`src/rtl/letc_core_imss_fetch_queue_if.sv`:
```
// Fetch 1 / IMSS / fetch 2 handshake bundle around the fetch tracking queue.
// master: the queue itself; slave: the surrounding fetch stages and IMSS.
interface letc_core_imss_fetch_queue_if #(
    parameter int ADDR_W = 32,
    parameter int DATA_W = 32
);
    logic              f1_req_valid;
    logic              f1_req_ready;
    logic [ADDR_W-1:0] f1_req_vaddr;
    logic              imss_req_valid;
    logic              imss_req_ready;
    logic [ADDR_W-1:0] imss_req_vaddr;
    logic              imss_rsp_valid;
    logic              imss_rsp_illegal;
    logic [DATA_W-1:0] imss_rsp_data;
    logic              f2_rsp_valid;
    logic              f2_rsp_ready;
    logic [ADDR_W-1:0] f2_rsp_vaddr;
    logic [DATA_W-1:0] f2_rsp_data;
    logic              f2_rsp_illegal;

    modport master (
        input  f1_req_valid, f1_req_vaddr,
        output f1_req_ready,
        output imss_req_valid, imss_req_vaddr,
        input  imss_req_ready,
        input  imss_rsp_valid, imss_rsp_illegal, imss_rsp_data,
        output f2_rsp_valid, f2_rsp_vaddr, f2_rsp_data, f2_rsp_illegal,
        input  f2_rsp_ready
    );

    modport slave (
        output f1_req_valid, f1_req_vaddr,
        input  f1_req_ready,
        input  imss_req_valid, imss_req_vaddr,
        output imss_req_ready,
        output imss_rsp_valid, imss_rsp_illegal, imss_rsp_data,
        input  f2_rsp_valid, f2_rsp_vaddr, f2_rsp_data, f2_rsp_illegal,
        output f2_rsp_ready
    );
endinterface

```
`src/rtl/letc_core_imss_fetch_queue.sv`:
```
// In-order tracking queue between fetch 1, IMSS and fetch 2; flush kills in-flight entries.
// Latency: IMSS response to f2 is 1 cycle (0 with LETC_IMSS_FETCH_QUEUE_BYPASS_EN on an unkilled head).
// Backpressure: f1 stalls on IMSS not ready or queue full; IMSS responses are never stalled.
module letc_core_imss_fetch_queue #(
    parameter int DEPTH  = 4,
    parameter int ADDR_W = 32,
    parameter int DATA_W = 32
) (
    input  logic                         clk,
    input  logic                         rst,
    letc_core_imss_fetch_queue_if.master bus,
    input  logic                         flush,
    output logic [$clog2(DEPTH+1)-1:0]   occupancy
);
    localparam int IW = $clog2(DEPTH);
    localparam int PW = IW + 1;
    localparam int OW = $clog2(DEPTH + 1);

    // Pointers carry one extra wrap bit so full and empty are distinguishable.
    logic [PW-1:0] head_ptr, fill_ptr, tail_ptr;
    logic [IW-1:0] head_idx, fill_idx, tail_idx;

    logic [ADDR_W-1:0] vaddr_mem [DEPTH];
    logic [DATA_W-1:0] data_mem  [DEPTH];
    logic [DEPTH-1:0]  illegal_mem;
    logic [DEPTH-1:0]  filled, killed, filled_nxt, killed_nxt;

    logic full, head_alloc, head_filled, head_killed;
    logic rsp_ok, bypass, f1_ready, f2_valid;
    logic alloc, f2_pop, auto_pop, pop;

    assign head_idx = head_ptr[IW-1:0];
    assign fill_idx = fill_ptr[IW-1:0];
    assign tail_idx = tail_ptr[IW-1:0];

    assign occupancy   = OW'(tail_ptr - head_ptr);
    assign full        = (occupancy == OW'(DEPTH));
    assign head_alloc  = (head_ptr != tail_ptr);
    assign head_filled = filled[head_idx];
    assign head_killed = killed[head_idx];

    // Request path is a pure passthrough, gated only by registered fullness.
    assign f1_ready            = !rst && bus.imss_req_ready && !full;
    assign bus.f1_req_ready    = f1_ready;
    assign bus.imss_req_valid  = !rst && bus.f1_req_valid && !full;
    assign bus.imss_req_vaddr  = bus.f1_req_vaddr;
    assign alloc               = bus.f1_req_valid && f1_ready;

    // A response with no unfilled entry is a protocol error and is dropped.
    assign rsp_ok = bus.imss_rsp_valid && (fill_ptr != tail_ptr);

`ifdef LETC_IMSS_FETCH_QUEUE_BYPASS_EN
    assign bypass = rsp_ok && (fill_ptr == head_ptr) && !head_killed && !flush;
`else
    assign bypass = 1'b0;
`endif

    assign f2_valid           = !rst && !flush && head_alloc && !head_killed
                                && (head_filled || bypass);
    assign bus.f2_rsp_valid   = f2_valid;
    assign bus.f2_rsp_vaddr   = vaddr_mem[head_idx];
    assign bus.f2_rsp_data    = bypass ? bus.imss_rsp_data    : data_mem[head_idx];
    assign bus.f2_rsp_illegal = bypass ? bus.imss_rsp_illegal : illegal_mem[head_idx];

    // Killed entries retire silently once their response has been absorbed.
    assign f2_pop   = f2_valid && bus.f2_rsp_ready;
    assign auto_pop = head_alloc && head_filled && head_killed;
    assign pop      = f2_pop || auto_pop;

    always_comb begin
        filled_nxt = filled;
        killed_nxt = killed;
        if (flush)
            killed_nxt = '1;
        if (rsp_ok)
            filled_nxt[fill_idx] = 1'b1;
        // The same-cycle allocation postdates the flush, so it starts live.
        if (alloc) begin
            filled_nxt[tail_idx] = 1'b0;
            killed_nxt[tail_idx] = 1'b0;
        end
    end

    always_ff @(posedge clk) begin
        if (rst) begin
            head_ptr <= '0;
            fill_ptr <= '0;
            tail_ptr <= '0;
            filled   <= '0;
            killed   <= '0;
        end else begin
            if (alloc)  tail_ptr <= tail_ptr + PW'(1);
            if (rsp_ok) fill_ptr <= fill_ptr + PW'(1);
            if (pop)    head_ptr <= head_ptr + PW'(1);
            filled <= filled_nxt;
            killed <= killed_nxt;
        end
    end

    always_ff @(posedge clk) begin
        if (alloc)
            vaddr_mem[tail_idx] <= bus.f1_req_vaddr;
        if (rsp_ok) begin
            data_mem[fill_idx]    <= bus.imss_rsp_data;
            illegal_mem[fill_idx] <= bus.imss_rsp_illegal;
        end
    end

`ifndef SYNTHESIS
    rsp_without_entry: assert property (@(posedge clk) disable iff (rst)
        bus.imss_rsp_valid |-> (fill_ptr != tail_ptr))
        else $error("imss_rsp_valid with no outstanding request");
`endif
endmodule

```
`src/flat_wrapper.sv`:
```
// flat-port wrapper written by rule: the top's interface ports become plain ports
module letc_core_imss_fetch_queue_flat 
#(
    parameter int DEPTH  = 4,
    parameter int ADDR_W = 32,
    parameter int DATA_W = 32
)
  (clk, rst, flush, occupancy, bus_f1_req_valid, bus_f1_req_vaddr, bus_f1_req_ready, bus_imss_req_valid, bus_imss_req_vaddr, bus_imss_req_ready, bus_imss_rsp_valid, bus_imss_rsp_illegal, bus_imss_rsp_data, bus_f2_rsp_valid, bus_f2_rsp_vaddr, bus_f2_rsp_data, bus_f2_rsp_illegal, bus_f2_rsp_ready);
  letc_core_imss_fetch_queue_if #(.ADDR_W(ADDR_W), .DATA_W(DATA_W)) bus_i ();
  input  logic clk;
  input  logic rst;
  input  logic flush;
  output logic [$clog2(DEPTH+1)-1:0] occupancy;
  input wire logic [$bits(bus_i.f1_req_valid)-1:0] bus_f1_req_valid;
  input wire logic [$bits(bus_i.f1_req_vaddr)-1:0] bus_f1_req_vaddr;
  output wire logic [$bits(bus_i.f1_req_ready)-1:0] bus_f1_req_ready;
  output wire logic [$bits(bus_i.imss_req_valid)-1:0] bus_imss_req_valid;
  output wire logic [$bits(bus_i.imss_req_vaddr)-1:0] bus_imss_req_vaddr;
  input wire logic [$bits(bus_i.imss_req_ready)-1:0] bus_imss_req_ready;
  input wire logic [$bits(bus_i.imss_rsp_valid)-1:0] bus_imss_rsp_valid;
  input wire logic [$bits(bus_i.imss_rsp_illegal)-1:0] bus_imss_rsp_illegal;
  input wire logic [$bits(bus_i.imss_rsp_data)-1:0] bus_imss_rsp_data;
  output wire logic [$bits(bus_i.f2_rsp_valid)-1:0] bus_f2_rsp_valid;
  output wire logic [$bits(bus_i.f2_rsp_vaddr)-1:0] bus_f2_rsp_vaddr;
  output wire logic [$bits(bus_i.f2_rsp_data)-1:0] bus_f2_rsp_data;
  output wire logic [$bits(bus_i.f2_rsp_illegal)-1:0] bus_f2_rsp_illegal;
  input wire logic [$bits(bus_i.f2_rsp_ready)-1:0] bus_f2_rsp_ready;
  assign bus_i.f1_req_valid = bus_f1_req_valid;
  assign bus_i.f1_req_vaddr = bus_f1_req_vaddr;
  assign bus_f1_req_ready = bus_i.f1_req_ready;
  assign bus_imss_req_valid = bus_i.imss_req_valid;
  assign bus_imss_req_vaddr = bus_i.imss_req_vaddr;
  assign bus_i.imss_req_ready = bus_imss_req_ready;
  assign bus_i.imss_rsp_valid = bus_imss_rsp_valid;
  assign bus_i.imss_rsp_illegal = bus_imss_rsp_illegal;
  assign bus_i.imss_rsp_data = bus_imss_rsp_data;
  assign bus_f2_rsp_valid = bus_i.f2_rsp_valid;
  assign bus_f2_rsp_vaddr = bus_i.f2_rsp_vaddr;
  assign bus_f2_rsp_data = bus_i.f2_rsp_data;
  assign bus_f2_rsp_illegal = bus_i.f2_rsp_illegal;
  assign bus_i.f2_rsp_ready = bus_f2_rsp_ready;
  letc_core_imss_fetch_queue #(.DEPTH(DEPTH), .ADDR_W(ADDR_W), .DATA_W(DATA_W)) u_core (.clk(clk), .rst(rst), .bus(bus_i), .flush(flush), .occupancy(occupancy));
endmodule
```
`config.mk`:
```
export PLATFORM = sky130hd
export DESIGN_NAME = letc_core_imss_fetch_queue_flat
export DESIGN_NICKNAME = d
export VERILOG_FILES = /design/src/rtl/letc_core_imss_fetch_queue_if.sv /design/src/rtl/letc_core_imss_fetch_queue.sv /design/src/flat_wrapper.sv
export SDC_FILE = /design/constraint.sdc
export NUM_CORES = 1
export LEC_CHECK = 0
export ABC_AREA = 1
export ABC_CLOCK_PERIOD_IN_PS = 6300
export CORE_UTILIZATION = 48
export DETAILED_ROUTE_END_ITERATION = 7
export PLACE_DENSITY_LB_ADDON = 0.05
export SYNTH_ARGS = -nofsm -noshare
export SYNTH_HDL_FRONTEND = slang
export SYNTH_SLANG_ARGS = --single-unit
```
`constraint.sdc`:
```
create_clock -name clk -period 6.3 [get_ports clk]
set_input_delay 1.26 -clock clk [delete_from_list [all_inputs] [get_ports clk]]
set_output_delay 1.26 -clock clk [all_outputs]
set_load 0.02 [all_outputs]
```
# Word level (Yosys, flattened, before mapping)
# Memory sizes are Yosys's and may differ from the RTL's. A register that Yosys moved wholly into a read port is not among the register bits.
# Cells that the tools add are included.
# totals
ff_bits	21
ram_bits	256
output_inout_bits	103
elab_cells	67
memories	2
# mem_list
name	words	width	rd	rd_clocked_by_memory_dff	write_ports	line	text
u_core.data_mem	4	32	1	1	1	letc_core_imss_fetch_queue.sv:24	logic [DATA_W-1:0] data_mem [DEPTH];
u_core.vaddr_mem	4	32	1	1	1	letc_core_imss_fetch_queue.sv:23	logic [ADDR_W-1:0] vaddr_mem [DEPTH];
# classes
add_sub_neg	4
magnitude_cmp	5
eq_ne	3
muxes	23
n_bitwise	4
reduce_logical	20
# op_table
cell	n
4-bit 2-to-1 mux	4
1-bit logical AND	15
3-bit by 1-bit adder with 3-bit output (second input constant)	3
2-bit by 3-bit less-than comparator with 1-bit output (second input constant)	3
1-bit 2-to-1 mux	9
4-bit AND	2
2-bit 2-to-1 mux	4
1-bit binary-select mux with 2-bit select	3
3-bit inequality test	2
4-bit bitwise mux	1
1-bit demux with 2-bit select	2
2-bit by 1-bit greater-or-equal comparator with 1-bit output (second input constant)	2
1-bit zero test	4
4-bit inverter	1
4-bit OR	1
3-bit equality test (second input constant)	1
3-bit subtractor	1
1-bit logical OR	1

# Logic depth before layout (Yosys ltp)
# logic_depth
word_depth	9
depth_mapped	10
ltp_nobuf	10

# Worst setup path after synthesis
# No wires, ideal clock.
# synth_path
path_kind	input-to-output
startpoint	input port bus_imss_req_ready
endpoint	output port bus_f1_req_ready
arrival_ns	1.814
setup_slack_ns	3.226
path_stages	4
path_buffers	0
path_cell_list	inv_1 -> nor2_1 -> nand2_1 -> inv_2
# synth_between
elab_chain_cells	2
# synth_rtl
element	line	text
from (decl)	flat_wrapper.sv:19	input wire logic [$bits(bus_i.imss_req_ready)-1:0] bus_imss_req_ready;
1-bit logical AND (2 in a row)	letc_core_imss_fetch_queue.sv:43	assign f1_ready = !rst && bus.imss_req_ready && !full;
to (decl)	flat_wrapper.sv:16	output wire logic [$bits(bus_i.f1_req_ready)-1:0] bus_f1_req_ready;
# Every way passes these cells.

==> results.md <==
- Die area: about 24000 µm²
- Number of port buffers: roughly 170
- Run status: completed
- Routed len/inst: ~18 µm
- Fin area: roughly 14000 µm²
- Vias per cell: around 5.4
- Dominant cells by area after synthesis: edfxtp_1 (71%), nor2_1 (5.3%), o21ai_0 (4.7%), o22ai_1 (3.7%), dfxtp_1 (3.5%)
- VDD IR max: 0.237 mV
- Crit-path cells: inv_4 > buf_4 > nor2_1 > o22ai_1 > clkdlybuf4s50_1
- Min-Delay Path Class: reg -> reg
- Ports: ~180
- Min Tclk post-route: between 4 and 5 ns
- Post-CTS Hold Buffers: 0
- Fin Hold WS: roughly 0.47 ns
- Max incr delay on CP: roughly 0.9 ns
- Cells after synthesis: 829
- Fmax: between 200 and 250 MHz
- Core Region: approximately 23000 µm²
- Drt first pass iters: 7
- Yosys top cell area share: a little under three quarters
- Post-Syn Area: between 10000 and 15000 µm²
- DRC violations left: 0
- Tightest Pin Transition: roughly 1.1 ns
- Fin. max-slew vios: 0
- DR vias: 6815
- Synth unique cells: 29
- Endpoint class of the critical path: primary output
- Post-CTS sizing: 0
- Seq/Total Area, Yosys: 74.4%
- Final Util: 60.3%
- Cell row count: 55
- RSZ-0062 raised after global routing: no
- Post-DP Area: 12700 µm²
- Critical path's top delay family: buffers and inverters
- Largest net degree at the start of global routing: 108
- Remaining global-route overflow: 0
- Static leakage: between 4 and 5 nW
- Total track usage: between 10% and 20%
- Setup TNS: 0 ns
- Chip Width: 153 µm
- CTS root buf: clkbuf_16
- Clock skew: 0.0141 ns
- Worst rel slew slack: 26.9%
- Post-Syn Nets: about 910
- Worst endpoint required time: ~5 ns
- DRT Wirelength: between 20 and 25 mm
- Share of layout cells above drive strength 1: 7.40%
- First-pass GRT wire length: between 30 and 40 mm
- Clk Latency, worst-skew pair: between 0.5 and 0.6 ns
- Post-synth top area cell: edfxtp_1
- Power per cell area: 300 nW/µm²
- Ys Warns: 0
- CP Class: reg -> out
- Non-filler cells, final: roughly 1300
- Setup-failing EPs final: 0
- Vias in the first global route: 6802
- Buf/Inv on CP: 3
- Deepest clock path buffer count: 3
- Critical Path Fanout Max: 107
- Slowest cell on the critical path: inv_4
- #FFs+latches synth: 279
- Area growth syn-to-layout: 23.8%
- Gpl congestion: slightly above 0.8
- Filler Cell Count: roughly 1800
- Die span in y: 153 µm
- Number of buffers created by CTS: 29
- Post-route ant nets: 0
- Clk slew on worst S/H paths: ~0.060 ns
- Initial Utilization: between 40% and 50%
- Tcrit/Tclk final: between 70% and 80%
- TritonCTS Sinks: between 200 and 300
- Initial antenna violation count: 1
- Cell count after placement: 1224
- First DRT Iteration DRCs: roughly 370
- Dpl hpwl: roughly 13 mm
- CP arrival: ~3.3 ns
- Syn_area_per_cell: approximately 13 µm²
- Final nets: 1054
- # Max-Cap Violations: 0
- # diodes: 0
- Number of setup buffers added after CTS: 0
- Final Hold Fails: 0
- H-tree depth: 1
- Worst setup SP type: flip-flop
- CTS tree: yes
## power breakdown
| group | switching, mW | internal, mW | leakage, nW |
|---|---|---|---|
| registers | 0.0208 | 2.10 | 2.51 |
| clock network | 0.654 | 0.913 | 0.441 |
| logic | 0.229 | 0.171 | 1.80 |
| total | 0.904 | 3.18 | 4.75 |
## cell usage in the layout (no fill, tap or decap), drive strengths merged
cell type | Yosys | routed
a21oi | 4 | 4
and3 | 1 | 1
buf | 54 | 12
clkbuf | 22 | 38
clkdlybuf4s50 | 0 | 174
clkinv | 1 | 9
dfxtp | 19 | 19
edfxtp | 260 | 260
fa | 1 | 1
ha | 11 | 11
inv | 35 | 37
nand2 | 36 | 36
nand3 | 17 | 17
nand3b | 1 | 1
nand4 | 6 | 6
nor2 | 156 | 156
o21ai | 134 | 134
o22ai | 65 | 65
xnor2 | 3 | 3
xor2 | 3 | 3
## per-stage QoR
step	setup WS [ns]	power, mW
finish	1.77	4.08
global route	1.54	4.22
CTS	1.68	4.12
detailed placement	1.98	2.56
global placement	2.03	2.55
floorplan	3.23	2.35
## metal layers
| metal | wire [µm] | global-route usage (%) |
|---|---|---|
| met2 | 11600 | 34.2 |
| met3 | 1320 | 4.22 |
| met1 | 9850 | 24.8 |
| met4 | 446 | 5.24 |
| met5 | 12 | 0 |
## state kept, by name, summed over array words and instances (netlist names), named ones only
register	cells
u_core.data_mem	128
u_core.killed	4
u_core.tail_ptr	3
u_core.fill_ptr	3
u_core.filled	4
u_core.head_ptr	3
u_core.vaddr_mem	128
u_core.illegal_mem	4
## cells by family after synthesis
family	Yosys count	synth area share [%]
buffers and inverters	112	5.46
AND/OR/NAND/NOR	217	8.19
adder cells (fa/ha/maj)	12	1.43
AO/OA/AOI/OAI	203	10.0
XOR/XNOR	6	0.478
flip-flops	279	74.4
## area by class of cell
cell class / count / area (µm²) / share of cell area, %
Inverter: 36 / 143 / 1.05
Clock buffer: 38 / 822 / 6.03
Clock inverter: 10 / 63.8 / 0.468
Tap cell: 285 / 357 / 2.62
Timing Repair Buffer: 186 / 1830 / 13.4
Multi-Input combinational cell: 438 / 2210 / 16.2
Sequential cell: 279 / 8190 / 60.1
## Yosys cell counts (all sizes together)
cell type and instances:
a21oi 4, and3 1, buf 54, clkbuf 22, clkinv 1, dfxtp 19, edfxtp 260, fa 1
ha 11, inv 35, nand2 36, nand3 17, nand3b 1, nand4 6, nor2 156, o21ai 134
o22ai 65, xnor2 3, xor2 3
## path summary, 6_finish.rpt
| check | start | end | slack [ns] | cells past startpoint |
|---|---|---|---|---|
| setup / recovery | flip-flop | bus_f2_rsp_vaddr[14] | 1.77 | 5 |
| hold / removal | u_core.killed[1] | u_core.killed[1] | 0.47 | 2 |
| setup reg to reg | u_core.tail_ptr[0] | u_core.vaddr_mem[3][25] | 3.57 | 8 |
| hold reg to reg | u_core.killed[1] | u_core.killed[1] | 0.47 | 2 |
## worst register-to-register path, cell delays in order, from the launching register on
cell and delay [ns]:
dfxtp_1 0.42, inv_1 0.13, ha_1 0.24, fa_1 0.45, nand3b_2 0.26, nand3_4 0.13, nand4_1 0.17, inv_1 0.09
buf_4 0.42
No activity file was read; power rests on OpenSTA's default activity.
